[config.mk]
export PLATFORM = sky130hd
export DESIGN_NAME = counter_phase_sequencer
export DESIGN_NICKNAME = d
export VERILOG_FILES = /design/src/rtl/counter_phase_sequencer.sv
export SDC_FILE = /design/constraint.sdc
export NUM_CORES = 1
export LEC_CHECK = 0
export BUFFER_PORTS_ARGS = -buffer_cell sky130_fd_sc_hd__buf_2
export CAP_MARGIN = 20
export CORE_UTILIZATION = 40
export CTS_CLUSTER_DIAMETER = 200
export CTS_CLUSTER_SIZE = 12
export DETAILED_ROUTE_END_ITERATION = 8
export GPL_TIMING_DRIVEN = 0
export PLACE_DENSITY_LB_ADDON = 0.2
export SYNTH_ARGS = -nofsm -noshare
export SYNTH_HDL_FRONTEND = slang
export SYNTH_SLANG_ARGS = --single-unit
[constraint.sdc]
create_clock -name clk -period 2.1 [get_ports clk]
set_input_delay 0.42 -clock clk [delete_from_list [all_inputs] [get_ports clk]]
set_output_delay 0.42 -clock clk [all_outputs]
set_load 0.005 [all_outputs]
[src/rtl/counter_phase_sequencer.sv]
// Steps one external modulo Counter through a table of timed phases.
// Each phase loads a terminal count, counts on tick, and ends when the Counter raises its flag.
module counter_phase_sequencer #(
   parameter int NBitsForCounter = 5,
   parameter int NUM_PHASES      = 4,
   parameter int PHASE_W         = 2
) (
   input  logic                       clk,
   input  logic                       rst,
   input  logic                       start,
   input  logic                       abort,
   input  logic                       loop_mode,
   input  logic                       tick,
   input  logic                       cfg_we,
   input  logic [PHASE_W-1:0]         cfg_addr,
   input  logic [NBitsForCounter-1:0] cfg_data,
   input  logic                       cnt_flag,
   output logic                       cnt_enb,
   output logic                       cnt_sync_rst,
   output logic [NBitsForCounter-1:0] cnt_max,
   output logic                       busy,
   output logic [PHASE_W-1:0]         phase,
   output logic                       phase_end,
   output logic                       done
);

   localparam logic [2:0] S_IDLE  = 3'd0;
   localparam logic [2:0] S_CLEAR = 3'd1;
   localparam logic [2:0] S_RUN   = 3'd2;
   localparam logic [2:0] S_DONE  = 3'd3;
   localparam logic [2:0] S_ABORT = 3'd4;

   localparam logic [PHASE_W-1:0] LAST_PHASE = PHASE_W'(NUM_PHASES - 1);

   logic [2:0]                 state_q, state_d;
   logic [PHASE_W-1:0]         phase_q, phase_d;
   logic [NBitsForCounter-1:0] table_q [NUM_PHASES];
   logic [NUM_PHASES-1:0]      tbl_we;
   logic                       phase_done;

   // The table is only writable while idle so a running sequence never sees a value change.
   generate
      for (genvar gi = 0; gi < NUM_PHASES; gi++) begin : g_tbl_we
         assign tbl_we[gi] = cfg_we && (state_q == S_IDLE) && (32'(cfg_addr) == gi);
      end
   endgenerate

   always_ff @(posedge clk or negedge rst) begin
      if (!rst) begin
         for (int i = 0; i < NUM_PHASES; i++) begin
            table_q[i] <= '0;
         end
      end else begin
         for (int i = 0; i < NUM_PHASES; i++) begin
            if (tbl_we[i]) begin
               table_q[i] <= cfg_data;
            end
         end
      end
   end

   // Abort wins over a coincident phase end, so no phase_end is reported then.
   assign phase_done = (state_q == S_RUN) && tick && cnt_flag && !abort;

   always_comb begin
      state_d = state_q;
      phase_d = phase_q;
      case (state_q)
         S_IDLE: begin
            if (start) begin
               state_d = S_CLEAR;
               phase_d = '0;
            end
         end
         S_CLEAR: begin
            state_d = abort ? S_ABORT : S_RUN;
         end
         S_RUN: begin
            if (abort) begin
               state_d = S_ABORT;
            end else if (phase_done) begin
               if (phase_q != LAST_PHASE) begin
                  phase_d = phase_q + 1'b1;
               end else if (loop_mode) begin
                  phase_d = '0;
               end else begin
                  state_d = S_DONE;
               end
            end
         end
         S_DONE: begin
            state_d = S_IDLE;
            phase_d = '0;
         end
         S_ABORT: begin
            state_d = S_IDLE;
            phase_d = '0;
         end
         default: begin
            state_d = S_IDLE;
            phase_d = '0;
         end
      endcase
   end

   always_ff @(posedge clk or negedge rst) begin
      if (!rst) begin
         state_q <= S_IDLE;
         phase_q <= '0;
      end else begin
         state_q <= state_d;
         phase_q <= phase_d;
      end
   end

   always_comb begin
      cnt_enb      = 1'b0;
      cnt_sync_rst = 1'b0;
      busy         = 1'b0;
      done         = 1'b0;
      case (state_q)
         S_CLEAR: begin
            cnt_enb      = 1'b1;
            cnt_sync_rst = 1'b1;
            busy         = 1'b1;
         end
         S_RUN: begin
            cnt_enb = tick;
            busy    = 1'b1;
         end
         S_DONE: begin
            done = 1'b1;
         end
         S_ABORT: begin
            cnt_enb      = 1'b1;
            cnt_sync_rst = 1'b1;
            busy         = 1'b1;
         end
         default: begin
            cnt_enb = 1'b0;
         end
      endcase
   end

   assign cnt_max   = table_q[phase_q];
   assign phase     = phase_q;
   assign phase_end = phase_done;

endmodule

==> results of run 1 <==
[worst max-delay path, stage by stage, from the launching register on]
cell and delay [ns]:
dfrtp_1 0.41, buf_6 0.17, mux4_2 0.52, buf_2 0.14
[layout by cell type, fill, tap and decap left out, types with 2 or more instances in the layout]
| cell | count |
|---|---|
| buf_2 | 27 |
| nand3b_1 | 3 |
| mux2_2 | 20 |
| nor2_1 | 6 |
| nand3_1 | 6 |
| nor3_1 | 2 |
| nand2_1 | 2 |
| mux4_2 | 5 |
| buf_6 | 3 |
| o211ai_1 | 2 |
| nor2b_1 | 2 |
| xnor2_1 | 2 |
| dfrtp_1 | 25 |
| clkbuf_4 | 3 |
[per-layer routing]
metal / up-vias / part of all wire [%] / global-route usage (%) / routed length (microns)
met1: 406 / 46 / 21.9 / 1050
met2: 19 / 49 / 24.6 / 1120
met4: 0 / 1.6 / 4.76 / 36
met3: 4 / 3.7 / 4.91 / 85
met5: - / 0 / 0 / 0
li1: 398 / - / - / -
[through the flow]
step           total power [W]  hold WS (ns)  setup slack, ns  utilization [%]  instances
6_report               0.00169        0.0529            0.122             51.1        151
4_1_cts                0.00171        0.0684           0.0258             50.9        152
2_1_floorplan          0.00126         0.124            0.401                -         91
3_5_place_dp           0.00149         0.440            0.117             49.7        148
3_3_place_gp           0.00145         0.434            0.125             49.7        148
5_1_grt                0.00182        0.0719           0.0214             51.1        151
[sequential cells by signal, summed over array words and instances (netlist names)]
register,count
table_q,20
state_q,3
phase,2
[repair_timing]
action | CTS | global route
pin swaps | 0 | 0
gates cloned | 0 | 0
gates resized for setup | 2 | 3
setup endpoints to repair | 5 | 6
[area by class of cell]
type | count | area, sq um | share of cell area, %
buffer | 4 | 38.8 | 2.66
multi-input combinational | 61 | 593 | 40.7
tap | 31 | 38.8 | 2.66
timing repair buffer | 26 | 130 | 8.93
clock buffer | 3 | 22.5 | 1.55
sequential | 25 | 626 | 43.0
clock inverter | 1 | 7.51 | 0.515
[path summary, 6_finish.rpt]
path                                      endpoint  slack, ns  cells after the start
setup / recovery                        cnt_max[0]       0.12                      3
hold / removal             table_q[11]$_DFFE_PN0P_       0.05                      1
setup reg to reg           table_q[15]$_DFFE_PN0P_       0.36                      4
hold reg to reg            table_q[17]$_DFFE_PN0P_       0.52                      1
max in group asynchronous  table_q[13]$_DFFE_PN0P_       1.67                      1
min in group clk            state_q[1]$_DFFE_PN0P_       0.29                      2
[cells by family (layout without fill, tap and decap cells)]
kind of cell	count (synthesis)	in the layout
flops	25	25
simple gates	28	28
mux	25	25
compound gates	5	5
fa+ha+maj	1	1
buf+inv	5	34
xor+xnor	2	2
[report_power, final]
| part | internal [W] | switching, W |
|---|---|---|
| clock | 0.0000728 | 0.000146 |
| combinational | 0.000408 | 0.000269 |
| sequential | 0.000694 | 0.000105 |
| total | 0.00117 | 0.000520 |
==> flow_summary.ini, run 1 <==
[clock_tree]
clk_latency_ns = 0.32
tritoncts = done
clk_pin_slew_ns = 0.14
cts_root_buffer = clkbuf_4
cts_setup_buffers = 0
clk_path_buf_depth = 2
cts_inserted_buffers = 3
cts-htree-levels = 1
cts_hold_buf = 0
cts.sinks = 25

[worst_setup_path]
start_kind = register
critPathRequiredTime_ns = 1.68
cp-end-kind = primary output
rr_startpoint = state_q[2]$_DFFE_PN0P_
startpoint = phase[0]$_DFFE_PN0P_
path_max_fanout = 8
critPathKind = reg2out
crit_arrival_ns = 1.56

[sta]
fin_crit_sh_pct = 94.2
setup_viol = 0
worstMarginPinSlew_ns = 0.545
period_needed_ns = 1.98
max_slew_margin_pct = 63.7
hold_viol = 0
rsz0062_at_grt = no
clock_skew_ns = 0.0125
max_freq_mhz = 506
finalSetupTns_ns = 0
maxSlewViolCount = 0

[floorplan]
chipHeight_microns = 57.9
start_util_pct = 43.8
ioPinCount = 27
die_area_sq_mm = 0.00335
core_region_area_sq_mm = 0.00285
fp.dieW_microns = 57.9
num_rows = 19

[global_route]
grt_max_degree = 26
grt_pass1_wl_mm = 4.00
grt_pass1_vias = 839
track_usage_pct = 16.0
gr-total-overflow = 0
antenna_found_initial = 0

[synth]
synth_most_common_cell = dfrtp_1
synth_top_flop_cell = dfrtp_1
yosysSeqAreaShare_pct = 50.1
ys_warn_count = 0
yosys.area_share.xor_xnor_pct = 1.40
synth_top_family_by_area = multiplexers
syn_area_sq_mm = 0.00125
synth_top_cell_area_share_pct = 50.1
synth_edf_count = 0
synth-seq-cells = 25
synthMuxAreaShare_pct = 27.1
synthCells = 91
synth_cell_type_count = 25
synth_top_cell_by_area = dfrtp_1
async_flop_share_pct = 100
synth-compound-area-share_pct = 2.71
ys_top_cells_by_area = dfrtp_1 (50%), mux2_2 (18%), mux4_2 (9.0%)
yosys.area_share.simple_pct = 14.9
yosys-top-cells-count = dfrtp_1 (25), mux2_2 (20), nand3_1 (6), nor2_1 (6), mux4_2 (5)
syn_avg_cell_area_sq_um = 13.7
synth_nets = 107
synth_fa_ha_area_share_pct = 1.00

[status]
status = finished clean

[routing]
wire_per_inst_microns = 15.2
vias = 827
drcViolationCount = 0
first_iter_violations = 14
viasPerCell = 5.48
first_pass_iters = 6
drt-total-wl_mm = 2.29
ant_nets = 0

[power]
leakage_nw = 0.663
vdd_drop_max_v = 0.000576
power_density_mw_per_mm2 = 1160

[placement]
dp_hpwl_mm = 1.72
dpl-instance-area_sq_mm = 0.00142
numPortBuffers = 26
finalWeightedCongestion = 0.803

[cells_and_area]
num-fill-cells = 261
drive_gt1_share_pct = 51.7
area_growth_pct = 16.6
fin_area_sq_mm = 0.00146
antennaDiodeCount = 0
finalNetCount = 137

[hold_path]
hp-class = in2async

[run]
drv_cap = 0
Power figures use the tool's default switching activity.
==> run 2: changes to the inputs <==
Settings changed: CORE_MARGIN from default to 2.
Clock period 2.1 ns to 2.16 ns, I/O delays scaled along.
==> run 2 against run 1 <==
Compared with the run above:
- critical endpoint is now cnt_max[4]
- die area is 7.0% higher
- largest cell class unchanged
- critical path depth stayed put
- sequential cell count stayed put
- power is 3.8% lower
==> flow_summary.ini, run 2 (synthesis gave the netlist of run 1 again) <==
[status]
status = finished clean

[global_route]
grt.met1_usage_pct = 18.3
grt_max_degree = 26
met2_usage_pct = 23.6
antenna_found_initial = 0
grt_pass1_vias = 820
track_usage_pct = 14.4
grt_pass1_wl_mm = 3.70
use_met3_pct = 3.25
top_usage_layer = met2
gr-total-overflow = 0

[routing]
vias = 815
first_pass_iters = 4
viasPerCell = 5.29
ant_nets = 0
drcViolationCount = 0
first_iter_violations = 14
wire_per_inst_microns = 14.7
drt-total-wl_mm = 2.26

[worst_setup_path]
critPathKind = reg2out
r2r_end = table_q[19]$_DFFE_PN0P_
path_max_fanout = 8
critPathRequiredTime_ns = 1.73
crit_arrival_ns = 1.60
start_kind = register
rr_startpoint = state_q[2]$_DFFE_PN0P_
ff2ff_path_depth = 4
cp-end-kind = primary output
r2r_setup_slack_ns = 0.40

[sta]
setup_viol = 0
max_freq_mhz = 492
max_slew_margin_pct = 63.7
rsz0062_at_grt = no
finalSetupTns_ns = 0
maxSlewViolCount = 0
period_needed_ns = 2.03
hold_ws_ns = 0.0722
hold_viol = 0
worstMarginPinSlew_ns = 0.545
fin_crit_sh_pct = 94.0
fin_ws_ns = 0.130
clock_skew_ns = 0.00703

[run]
drv_cap = 0

[floorplan]
chipHeight_microns = 59.9
start_util_pct = 41.6
die_area_sq_mm = 0.00358
num_rows = 20
fp.dieW_microns = 59.9
ioPinCount = 27
core_region_area_sq_mm = 0.00300

[power]
clkPwrFrac_pct = 13.1
vdd_drop_max_v = 0.000528
p_sw_w = 0.000492
share_comb_of_total_power_pct = 40.1
leakage_nw = 0.663
power_frac_seq_pct = 46.9
p_int_w = 0.00114
power_density_mw_per_mm2 = 1120
swShare_pct = 30.2

[cells_and_area]
final_core_util_pct = 48.6
largest_reg_flops = 20
drive_gt1_share_pct = 51.2
layout_common_cells = buf_2 (27), dfrtp_1 (25), mux2_2 (20), nor2_1 (6), nand3_1 (6)
regMostFlops = table_q
final_cells = 154
antennaDiodeCount = 0
final_common_cell = buf_2
finalNetCount = 138
area_growth_pct = 16.8
num-fill-cells = 280

[clock_tree]
clk_path_buf_depth = 2
clk_pin_slew_ns = 0.14
clk_latency_ns = 0.32
cts-htree-levels = 1
cts.sinks = 25
cts_inserted_buffers = 3
cts_root_buffer = clkbuf_4
tritoncts = done

[placement]
numPortBuffers = 26
finalWeightedCongestion = 0.695
place_ws_ns = 0.167
placed_cells = 150
dp_hpwl_mm = 1.70

[hold_path]
hp-class = in2async
## run 2: cell count changes in the layout (fill, tap and decap cells not counted)
cell and delta:
buf_6 -1, clkbuf_4 +1, buf_1 +1
## run 2: layer usage
layer  up-vias  share of wire, %
li1        392                 -
met1       412                44
met2        11                53
met3         0               2.8
met4         0                 0
met5         -                 0
## run 2: metrics by stage
step,cell area (sq um),power [W]
final,1460,0.00163
after floorplan,1250,0.00123
after detailed placement,1420,0.00143
after global routing,1460,0.00176
after global placement,1420,0.00141
after CTS,1450,0.00165
## run 2: final cells by class
cell class                      count  area, sq um  area share, %
Clock buffer                        3         22.5           1.54
Multi-Input combinational cell     61          593           40.7
Sequential cell                    25          626           42.9
Tap cell                           33         41.3           2.83
Clock inverter                      1         7.51          0.515
Buffer                              5         38.8           2.66
Timing Repair Buffer               26          130           8.92
## run 2: worst max path at each step
stage | to | slack [ns] | startpoint | depth (start not counted)
2_1_floorplan | cnt_max[0] | 0.45 | phase[0]$_DFFE_PN0P_ | 2
3_5_place_dp | cnt_max[4] | 0.17 | phase[0]$_DFFE_PN0P_ | 3
6_report | cnt_max[4] | 0.13 | phase[0]$_DFFE_PN0P_ | 3
5_1_grt | cnt_max[0] | 0.03 | phase[0]$_DFFE_PN0P_ | 3
3_3_place_gp | cnt_max[4] | 0.19 | phase[0]$_DFFE_PN0P_ | 3
4_1_cts | cnt_max[4] | 0.02 | phase[0]$_DFFE_PN0P_ | 3
## run 2: timing repair
item / CTS / global route
endpoints found under the setup margin: 5 / 6
hold endpoints to repair: 0 / 0
setup buffers: 0 / 0
resized for setup: 1 / 3
hold buffers: 0 / 0
## run 2: worst max-delay path: stages (launching register included)
cell,delay (ns)
dfrtp_1,0.40
clkbuf_4,0.23
mux4_2,0.52
buf_2,0.14
## run 2: power groups by stage
stage | clock network, W | registers, W | logic, W
5_1_grt | 0.000244 | 0.000787 | 0.000725
4_1_cts | 0.000223 | 0.000764 | 0.000661
6_report | 0.000213 | 0.000764 | 0.000653
2_1_floorplan | 0 | 0.000747 | 0.000481
3_5_place_dp | 0 | 0.000777 | 0.000658
3_3_place_gp | 0 | 0.000764 | 0.000641
==> run 3: changes to the inputs <==
Settings changed: PLACE_DENSITY from default to 0.6, PLACE_DENSITY_LB_ADDON 0.2 to default.
==> run 3 against run 2 <==
Compared with the run above:
- final area fell by 0.26%
- critical path depth stayed put
- clock power decreased by 6%
- count of clock-buffer cells in the layout increased by 1
- clock skew is 0.0036 ns lower
- critical path type unchanged
- critical endpoint is now cnt_max[1]
- largest power group unchanged
- highest routed layer is now met4
==> flow_summary.ini, run 3 (synthesis gave the netlist of run 1 again) <==
[placement]
numPortBuffers = 26
finalWeightedCongestion = 0.739

[routing]
drt-total-wl_mm = 2.26
viasPerCell = 5.36
drcViolationCount = 0
first_iter_violations = 21
wire_per_inst_microns = 14.7
first_pass_iters = 4
vias = 826
ant_nets = 0

[status]
status = finished clean

[power]
power_density_mw_per_mm2 = 1110
leakage_nw = 0.664
vdd_drop_max_v = 0.000389
p_int_w = 0.00114
power_frac_seq_pct = 47.3
share_comb_of_total_power_pct = 40.4
clkPwrFrac_pct = 12.3
total_power_w = 0.00162
swShare_pct = 29.6
p_sw_w = 0.000479

[floorplan]
chipHeight_microns = 59.9
die_area_sq_mm = 0.00358
num_rows = 20
core_region_area_sq_mm = 0.00300
fp.dieW_microns = 59.9
ioPinCount = 27
start_util_pct = 41.6

[clock_tree]
clk_latency_ns = 0.31
cts_setup_buffers = 0
cts.sinks = 25
cts_root_buffer = clkbuf_4
cts-htree-levels = 1
clk_pin_slew_ns = 0.13
tritoncts = done
clk_path_buf_depth = 2
cts_hold_buf = 0
cts_inserted_buffers = 3

[worst_setup_path]
crit_arrival_ns = 1.59
path_max_fanout = 8
critPathKind = reg2out
r2r_end = table_q[18]$_DFFE_PN0P_
start_kind = register
r2r_setup_slack_ns = 0.40
rr_startpoint = state_q[2]$_DFFE_PN0P_
critPathRequiredTime_ns = 1.73
cp-end-kind = primary output
ff2ff_path_depth = 4

[cells_and_area]
largest_reg_flops = 20
final_common_cell = buf_2
regMostFlops = table_q
layout_common_cells = buf_2 (27), dfrtp_1 (25), mux2_2 (20), nor2_1 (6), nand3_1 (6)
finalNetCount = 138
area_growth_pct = 16.5
drive_gt1_share_pct = 50.4
antennaDiodeCount = 0

[sta]
hold_viol = 0
fin_crit_sh_pct = 93.8
rsz0062_at_grt = no
maxSlewViolCount = 0
max_slew_margin_pct = 63.0
hold_ws_ns = 0.0920
worstMarginPinSlew_ns = 0.555
clock_skew_ns = 0.00342
setup_viol = 0
max_freq_mhz = 493
finalSetupTns_ns = 0
period_needed_ns = 2.03

[global_route]
top_usage_layer = met2
use_met3_pct = 3.25
grt_pass1_wl_mm = 3.75
grt.met1_usage_pct = 18.3
grt_pass1_vias = 806
gr-total-overflow = 0
track_usage_pct = 14.7
met2_usage_pct = 24.7
antenna_found_initial = 0
grt_max_degree = 26

[hold_path]
hp-class = in2async

[run]
drv_cap = 0
## run 3: per-stage QoR
step,instance area (sq um),cells,utilization [%],setup WS [ns]
finish,1460,154,48.5,0.133
global route,1460,154,48.5,0.0218
global placement,1420,150,47.3,0.163
detailed placement,1420,150,47.3,0.159
CTS,1450,154,48.2,0.0212
floorplan,1250,91,-,0.449
## run 3: cell type report
class / count / area, sq um
multi-input cells: 61 / 593
flip-flops and latches: 25 / 626
well taps: 33 / 41.3
clock buffers: 4 / 26.3
fillers: 279 / 1550
plain buffers: 5 / 38.8
repair buffers: 26 / 130
## run 3: worst max-delay path, cell delays in order (launching register included)
cell	delay [ns]
dfrtp_1	0.39
clkbuf_4	0.23
mux4_2	0.52
buf_2	0.14
## run 3: layer usage
layer | vias to the layer above | routed length (microns)
met4 | 0 | 16
met3 | 2 | 84
met5 | - | 0
met2 | 18 | 1130
li1 | 396 | -
met1 | 410 | 1030
## run 3: how the worst max path moves through the flow
stage / slack (ns) / to / start
after floorplan: 0.45 / cnt_max[0] / phase[0]$_DFFE_PN0P_
after global placement: 0.16 / cnt_max[1] / phase[0]$_DFFE_PN0P_
after detailed placement: 0.16 / cnt_max[1] / phase[0]$_DFFE_PN0P_
after CTS: 0.02 / cnt_max[1] / phase[0]$_DFFE_PN0P_
after global routing: 0.02 / cnt_max[1] / phase[1]$_DFFE_PN0P_
final: 0.13 / cnt_max[1] / phase[0]$_DFFE_PN0P_
## run 3: power by group through the flow
stage,sequential (W),combinational (W),clock (W)
2_1_floorplan,0.000747,0.000481,0
3_3_place_gp,0.000766,0.000642,0
3_5_place_dp,0.000776,0.000659,0
4_1_cts,0.000764,0.000661,0.000215
5_1_grt,0.000787,0.000722,0.000230
6_report,0.000765,0.000654,0.000200
## run 3: what timing repair did
action / CTS / global route
endpoints found under the setup margin: 5 / 6
resized for setup: 1 / 3
gates cloned: 0 / 0
